==> src/rtl/axi_stream_insert_header.sv <==
// AXI-Stream header inserter. The valid bytes of a per-packet header word are
// placed ahead of the payload bytes, and the merged byte stream is re-packed
// into full output beats. The output is a one-deep register slice.
module axi_stream_insert_header #(
  parameter int DATA_WD      = 32,
  parameter int DATA_BYTE_WD = DATA_WD / 8,
  parameter int BYTE_CNT_WD  = $clog2(DATA_BYTE_WD)
) (
  input  logic                    clk,
  input  logic                    rst_n,
  input  logic                    valid_in,
  input  logic [DATA_WD-1:0]      data_in,
  input  logic [DATA_BYTE_WD-1:0] keep_in,
  input  logic                    last_in,
  output logic                    ready_in,
  output logic                    valid_out,
  output logic [DATA_WD-1:0]      data_out,
  output logic [DATA_BYTE_WD-1:0] keep_out,
  output logic                    last_out,
  input  logic                    ready_out,
  input  logic                    valid_insert,
  input  logic [DATA_WD-1:0]      data_insert,
  input  logic [DATA_BYTE_WD-1:0] keep_insert,
  input  logic [BYTE_CNT_WD-1:0]  byte_insert_cnt,
  output logic                    ready_insert
);

  // Byte counts run 0..N, and header+last-beat totals run up to 2N.
  localparam int CNT_WD = $clog2(DATA_BYTE_WD + 1);
  localparam int SUM_WD = CNT_WD + 1;
  localparam logic [CNT_WD-1:0] N_CNT = CNT_WD'(DATA_BYTE_WD);
  localparam logic [SUM_WD-1:0] N_SUM = SUM_WD'(DATA_BYTE_WD);

  typedef enum logic [1:0] {S_IDLE, S_DATA, S_TAIL} state_t;

  function automatic logic [CNT_WD-1:0] popcount(input logic [DATA_BYTE_WD-1:0] v);
    logic [CNT_WD-1:0] c;
    c = '0;
    for (int i = 0; i < DATA_BYTE_WD; i++) c = c + CNT_WD'(v[i]);
    return c;
  endfunction

  // cnt ones packed against the MSB end (cnt = N gives all ones).
  function automatic logic [DATA_BYTE_WD-1:0] msb_keep(input logic [CNT_WD-1:0] cnt);
    return ~({DATA_BYTE_WD{1'b1}} >> cnt);
  endfunction

  state_t                    state_q, state_d;
  logic [DATA_WD-1:0]        res_q;        // leftover bytes, LSB-aligned
  logic [CNT_WD-1:0]         hlen_q;       // header length H of current packet
  logic [CNT_WD-1:0]         tail_cnt_q;   // bytes carried into the tail beat
  logic                      valid_out_q, valid_out_d;
  logic [DATA_WD-1:0]        data_out_q, data_out_d;
  logic [DATA_BYTE_WD-1:0]   keep_out_q, keep_out_d;
  logic                      last_out_q, last_out_d;

  logic                      hdr_fire, in_fire, tail_fire, out_free, load;
  logic [CNT_WD-1:0]         hdr_len, tail_sh;
  logic [SUM_WD-1:0]         tot;
  logic                      tail_needed;
  logic [2*DATA_WD-1:0]      wide;
  logic [DATA_WD-1:0]        merged, tail_data, raw_d, keep_mask;

  // The byte count input duplicates keep_insert and is not needed here.
  logic unused_byte_cnt;
  assign unused_byte_cnt = ^byte_insert_cnt;

  assign out_free    = !valid_out_q || ready_out;
  assign hdr_fire    = valid_insert && ready_insert;
  assign in_fire     = valid_in && ready_in;
  assign hdr_len     = popcount(keep_insert);
  assign tot         = SUM_WD'(hlen_q) + SUM_WD'(popcount(keep_in));
  assign tail_needed = tot > N_SUM;
  assign tail_sh     = N_CNT - hlen_q;

  // {R (H bytes), top N-H bytes of data_in}: shift the pair right by H bytes.
  assign wide      = {res_q, data_in} >> {hlen_q, 3'b000};
  assign merged    = wide[DATA_WD-1:0];
  assign tail_data = res_q << {tail_sh, 3'b000};

  // State register.
  always_ff @(posedge clk) begin
    if (rst_n) state_q <= S_IDLE;
    else       state_q <= state_d;
  end

  // Next-state logic.
  always_comb begin
    state_d = state_q;
    case (state_q)
      S_IDLE:  if (hdr_fire) state_d = S_DATA;
      S_DATA:  if (in_fire && last_in) state_d = tail_needed ? S_TAIL : S_IDLE;
      S_TAIL:  if (tail_fire) state_d = S_IDLE;
      default: state_d = S_IDLE;
    endcase
  end

  // Handshake outputs; everything is held off while reset is asserted.
  always_comb begin
    ready_insert = 1'b0;
    ready_in     = 1'b0;
    tail_fire    = 1'b0;
    if (!rst_n) begin
      case (state_q)
        S_IDLE:  ready_insert = 1'b1;
        S_DATA:  ready_in     = out_free;
        S_TAIL:  tail_fire    = out_free;
        default: ;
      endcase
    end
  end

  // Select the next output beat and its byte enables.
  always_comb begin
    load       = 1'b0;
    raw_d      = '0;
    keep_out_d = '0;
    last_out_d = 1'b0;
    if (in_fire) begin
      load  = 1'b1;
      raw_d = merged;
      if (last_in && !tail_needed) begin
        keep_out_d = msb_keep(CNT_WD'(tot));
        last_out_d = 1'b1;
      end else begin
        keep_out_d = '1;
      end
    end else if (tail_fire) begin
      load       = 1'b1;
      raw_d      = tail_data;
      keep_out_d = msb_keep(tail_cnt_q);
      last_out_d = 1'b1;
    end
  end

  // Expand byte enables to a bit mask so disabled bytes leave as zero.
  for (genvar gi = 0; gi < DATA_BYTE_WD; gi++) begin : g_keep_mask
    assign keep_mask[gi*8 +: 8] = {8{keep_out_d[gi]}};
  end

  assign data_out_d  = raw_d & keep_mask;
  assign valid_out_d = load ? 1'b1 : (ready_out ? 1'b0 : valid_out_q);

  // Residual bytes, header length and the output register slice.
  always_ff @(posedge clk) begin
    if (rst_n) begin
      res_q       <= '0;
      hlen_q      <= '0;
      tail_cnt_q  <= '0;
      valid_out_q <= 1'b0;
      data_out_q  <= '0;
      keep_out_q  <= '0;
      last_out_q  <= 1'b0;
    end else begin
      if (hdr_fire) begin
        res_q  <= data_insert & ~({DATA_WD{1'b1}} << {hdr_len, 3'b000});
        hlen_q <= hdr_len;
      end else if (in_fire) begin
        res_q <= data_in & ~({DATA_WD{1'b1}} << {hlen_q, 3'b000});
        if (last_in && tail_needed) tail_cnt_q <= CNT_WD'(tot - N_SUM);
      end
      valid_out_q <= valid_out_d;
      if (load) begin
        data_out_q <= data_out_d;
        keep_out_q <= keep_out_d;
        last_out_q <= last_out_d;
      end
    end
  end

  assign valid_out = valid_out_q;
  assign data_out  = data_out_q;
  assign keep_out  = keep_out_q;
  assign last_out  = last_out_q;

endmodule

==> config.mk <==
export PLATFORM = sky130hd
export DESIGN_NAME = axi_stream_insert_header
export DESIGN_NICKNAME = d
export VERILOG_FILES = /design/src/rtl/axi_stream_insert_header.sv
export SDC_FILE = /design/constraint.sdc
export NUM_CORES = 1
export LEC_CHECK = 0
export ABC_AREA = 1
export BUFFER_PORTS_ARGS = -buffer_cell sky130_fd_sc_hd__buf_2
export CAP_MARGIN = 20
export CORE_AREA = 5 5 102 104
export CTS_CLUSTER_DIAMETER = 200
export DETAILED_ROUTE_END_ITERATION = 6
export DIE_AREA = 0 0 107 109
export PLACE_DENSITY = 0.84
export SYNTH_ARGS = -nofsm -noshare
export SYNTH_HDL_FRONTEND = slang
export SYNTH_SLANG_ARGS = --single-unit
==> constraint.sdc <==
create_clock -name clk -period 6.5 [get_ports clk]
set_input_delay 0.325 -clock clk [delete_from_list [all_inputs] [get_ports clk]]
set_output_delay 0.325 -clock clk [all_outputs]
set_load 0.02 [all_outputs]
---- Yosys cells after proc, flatten, opt, wreduce, memory -nomap -nowiden ----
Cells that the tools add are included.
W data, S select, Z words.
word-level totals
  word-level logic and storage cells ...... 74
  flip-flop bits (word level) ............. 78
  latch bits .............................. 0
  memories kept ........................... 0
  output and inout bits ................... 40
  input bits .............................. 80
  RAM bits ................................ 0
  bits in read-only memories .............. 0
operators by class
  equal/unequal tests ..................... 5
  add/sub/neg operators ................... 9
  reduce and logical (&&, ||, !) cells .... 13
  divide/modulo/power cells ............... 0
  shift operators ......................... 6
  $lt $le $gt $ge ......................... 1
  multipliers ............................. 0
  bitwise logic cells ..................... 8
  muxes and demuxes ....................... 24
operators with widths
  kind                     count
  $mux W32                 4
  $and A32 B32 Y32         3
  $not A32 Y32             2
  $shl A32 B6 Y32 const A  2
  $shr A64 B6 Y32          1
  $shl A32 B6 Y32          1
  $mux W1                  12
  $mux W4                  3
  $mux W2                  4
  $not A4 Y4               2
  $shr A4 B3 Y4 const A    2
  $add A2 B1 Y3            2
  $add A3 B1 Y3            2
  $ne A2 B2 Y1 const B     3
  $pmux W2 S3              1
  $reduce_and A3 Y1        2
  $logic_and A1 B1 Y1      5
  $add A1 B1 Y2            2
  $add A3 B3 Y4            1
  $gt A4 B3 Y1 const B     1
  $reduce_bool A2 Y1       2
  $sub A3 B3 Y3 const A    1
  $sub A3 B3 Y3 const B    1
  $eq A2 B1 Y1 const B     1
  5 further kinds          6

---- Depth between registers and ports, before layout ----
  word-level depth ........................ 10
  gate-level depth with buffers ........... 15
  gate-level depth less buffers ........... 13

---- Worst setup path after synthesis ----
Ideal clock, no wire load.
  path kind ............................... input-to-reg
  start ................................... input keep_in[0]
  end ..................................... register tail_cnt_q[1]
  cell stages on the path ................. 11
  arrival ................................. 2.410 ns
  library setup time ...................... 0.116 ns
  required time ........................... 6.384 ns
  setup slack ............................. 3.974 ns
  buffers on the path ..................... 0
  cell sequence ........................... fa_1 > fa_1 > inv_1 > fa_1 > nand2_1 > nand3_1 > and2_1 > nor2_1 > nand2_1 > o21ai_0 > nor2_1
on the way
  cells in the longest elaborated chain, start to end .. 7
  elaborated cells between the ends (all ways) .. 8
  those cells by class .................... add/sub: 5; order compare: 1; reduce/logical: 2
ends and longest elaborated chain
  element                      RTL line  source
  start: declaration           13        input logic [DATA_BYTE_WD-1:0] keep_in,
  $add A1 B1 Y2 *              39        for (int i = 0; i < DATA_BYTE_WD; i++) c = c + CNT_WD'(v[i]);
  $add A2 B1 Y3 *              39
  $add A3 B1 Y3 *              39
  $add A3 B3 Y4 *              72        assign tot = SUM_WD'(hlen_q) + SUM_WD'(popcount(keep_in));
  $gt A4 B3 Y1                 73        assign tail_needed = tot > N_SUM;
  $logic_and A1 B1 Y1          160       if (last_in && tail_needed) tail_cnt_q <= CNT_WD'(tot - N_SUM);
  $reduce_and A3 Y1 (no line)  --
  end signal: assignment       160
  end: declaration             51        logic [CNT_WD-1:0] tail_cnt_q;
Every way passes the cells marked *; elsewhere a longest branch is shown, timed or not.
A chain may end at the register's enable or synchronous reset.

---- Worst setup path after layout ----
  start ................................... register hlen_q[1]
  end ..................................... register data_out_q[7], in the netlist data_out[7]
on the way
  cells in the longest elaborated chain, start to end .. 7
  elaborated cells between the ends (all ways) .. 14
  those cells by class .................... add/sub: 2; order compare: 1; shift: 3; mux: 4; bitwise: 2; reduce/logical: 2
ends and longest elaborated chain
  element                                                RTL line  source
  start: declaration                                     50        logic [CNT_WD-1:0] hlen_q;
  start signal: assignment                               157       hlen_q <= hdr_len;
  branches (longest 6 deep; another with $sub A3 B3 Y3)  --
  $and A32 B32 Y32 *                                     141       assign data_out_d = raw_d & keep_mask;
  end signal: assignment                                 164       data_out_q <= data_out_d;
  end: declaration                                       53        logic [DATA_WD-1:0] data_out_q, data_out_d;
Every way passes the cells marked *.

==> metrics.yaml <==
worstPathMaxFanout: 36
r2r_slack_ps: 2820
synth_nets: 1054
ys_warn_count: 0
core-area_mm2: 0.00946
drtIter0Drc: 799
grt_pass1_vias: 5733
routed_wl_um: 17500
clock-sinks: 78
grt_pass1_wl_um: 28000
powerDensity_mw_per_mm2: 177
ir_worst_vdd_mv: 0.102
dp.cells: 1150
netlist_top_cells_area: "nand2_1 (31%), dfxtp_1 (28%), nand3_1 (8.4%)"
dieArea_mm2: 0.0117
grt_use_total: 0.301
synth_area_mm2: 0.00551
yosysMostFrequentCell: "nand2_1"
seq_area_frac_synth: 0.283
ant_nets: 0
hold_viol: 0
yosysTopAreaCell: "nand2_1"
dp_hpwl_um: 12600
reg2regPathDepth: 11
arrival_ps: 3970
setup-tns-final_ps: 0
slew_viol_final: 0
fin_crit_ps: 3680
antenna_cells: 0
synthFlopType: "dfxtp_1"
fmax_mhz: 272
cp.required_ps: 6790
area_growth_pct: 13.0
final_cells: 1164
cts_setup_buffers: 0
firstDrtPassIters: 6
skew_ps: 10.1
syn_inst: 963
port_buffers: 117
async_flop_share: 0
drc: 0
p_total_w: 0.00110
cap_violations: 0
die_y_um: 109
cts_buffer_depth: 2
synth_seq_cells: 78
worst_setup_path_end_kind: "flop"
avgRoutedWirePerCell_um: 15.0
p_leak_nw: 2.91
slew_headroom: 0.413
syn_avg_cell_area_um2: 5.73
holdPathStages: 3
io_pins: 120
std_cell_rows: 36
drive_gt1_frac: 0.156
setup_viol: 0
rsz0062_at_grt: "no"
grt_max_degree: 77
synthTopCellsByCount: "nand2_1 (457), nand3_1 (92), dfxtp_1 (78)"
clk_latency_ps: 360
min_from: "data_insert[31]"
synth.distinct_cells: 29
r2r-start: "hlen_q[1]"
cts_tree: "built"
start_util: 0.583
cts-root-buf: "clkbuf_8"
min_period_over_period: 0.567
crit_type: "flop to flop"
grt_overflow_total: 0
yosysTopAreaCellShare: 0.311
synth_edf_count: 0
fin_util: 0.658
min_to: "res_q[31]"
layout.nets: 1138
dr_total_vias: 6558
clk_pin_slew_ps: 80
startpoint_type: "flop"
tightest_slew_ps: 879
via_per_inst: 5.63
die_w_um: 107
outcome: "finished, final reports clean"
h-tree-depth: 3
cts_made_buffers: 9
holdCritPathClass: "input port to flop"
ctsHoldBuffers: 0
antenna_found_initial: 0
reg2reg_to: "data_out[7]"
place.gp.congestion: 0.961
cts_resized: 0
## cells by family after synthesis
family / count (synthesis) / share of synthesized area
buffers and inverters: 96 / 0.0728
AO/OA/AOI/OAI: 152 / 0.148
flip-flops: 78 / 0.283
adder cells (fa/ha/maj): 11 / 0.0304
AND/OR/NAND/NOR: 626 / 0.466
## per-stage QoR
stage	hold WS, ps	cell area (um2)	setup WS [ps]
after detailed placement	452	6070	3010
final	228	6230	2820
after global routing	225	6230	2570
after CTS	223	6230	2960
after global placement	450	6070	3000
after floorplan	467	5510	3970
## cells in the final DEF, fill, tap and decap left out, drive strengths merged
master and count:
a21oi 63, a31oi 25, and2 8, buf 124, clkbuf 10, clkinv 3
clkinvlp 2, dfxtp 78, fa 4, ha 7, inv 44, nand2 461
nand3 93, nand4 3, nor2 57, nor3 3, o211ai 7, o21a 1
o21ai 55, o21bai 1, or2 1
## routing by layer
layer / vias up / GRT usage / wire length, um
li1: 3285 / - / -
met1: 2897 / 0.416 / 7390
met2: 339 / 0.476 / 7610
met3: 37 / 0.0527 / 1900
met4: 0 / 0.107 / 601
met5: - / 0 / 0
## area by class of cell
class,instances,area (um2)
well taps,114,143
fillers,987,3230
inverters,45,169
repair buffers,124,638
clock inverters,4,25.0
multi-input cells,789,3550
flip-flops and latches,78,1560
clock buffers,10,138
## critical path: stages, from the launching register on
cell     delay [ps]
dfxtp_1         900
inv_2           530
ha_1            350
ha_1            310
inv_1            70
nor2_4          250
inv_1           270
nor2_4          450
nand3_1         120
nand2_1         140
nand2_1          60
a21oi_1         120
## sequential cells by signal, indices dropped and copies added, names as in the netlist
register and count:
data_out 32, res_q 32, keep_out 4, hlen_q 3
tail_cnt_q 3, state_q 2, last_out 1, valid_out 1
## worst max-delay path by stage
stage	start	endpoint	slack (ps)	cells after the start
2_1_floorplan	keep_in[0]	tail_cnt_q[1]	3970	11
3_3_place_gp	hlen_q[1]	data_out[7]	3000	11
3_5_place_dp	hlen_q[1]	data_out[7]	3010	11
4_1_cts	hlen_q[1]	data_out[4]	2960	11
5_1_grt	hlen_q[1]	data_out[8]	2570	11
6_report	hlen_q[1]	data_out[7]	2820	11
## where the power goes
part	total (W)	internal (W)	switching (W)
clock network	0.000321	0.000143	0.000178
logic	0.000272	0.0000877	0.000184
registers	0.000511	0.000492	0.0000191
(Power assumes the default switching activity.)
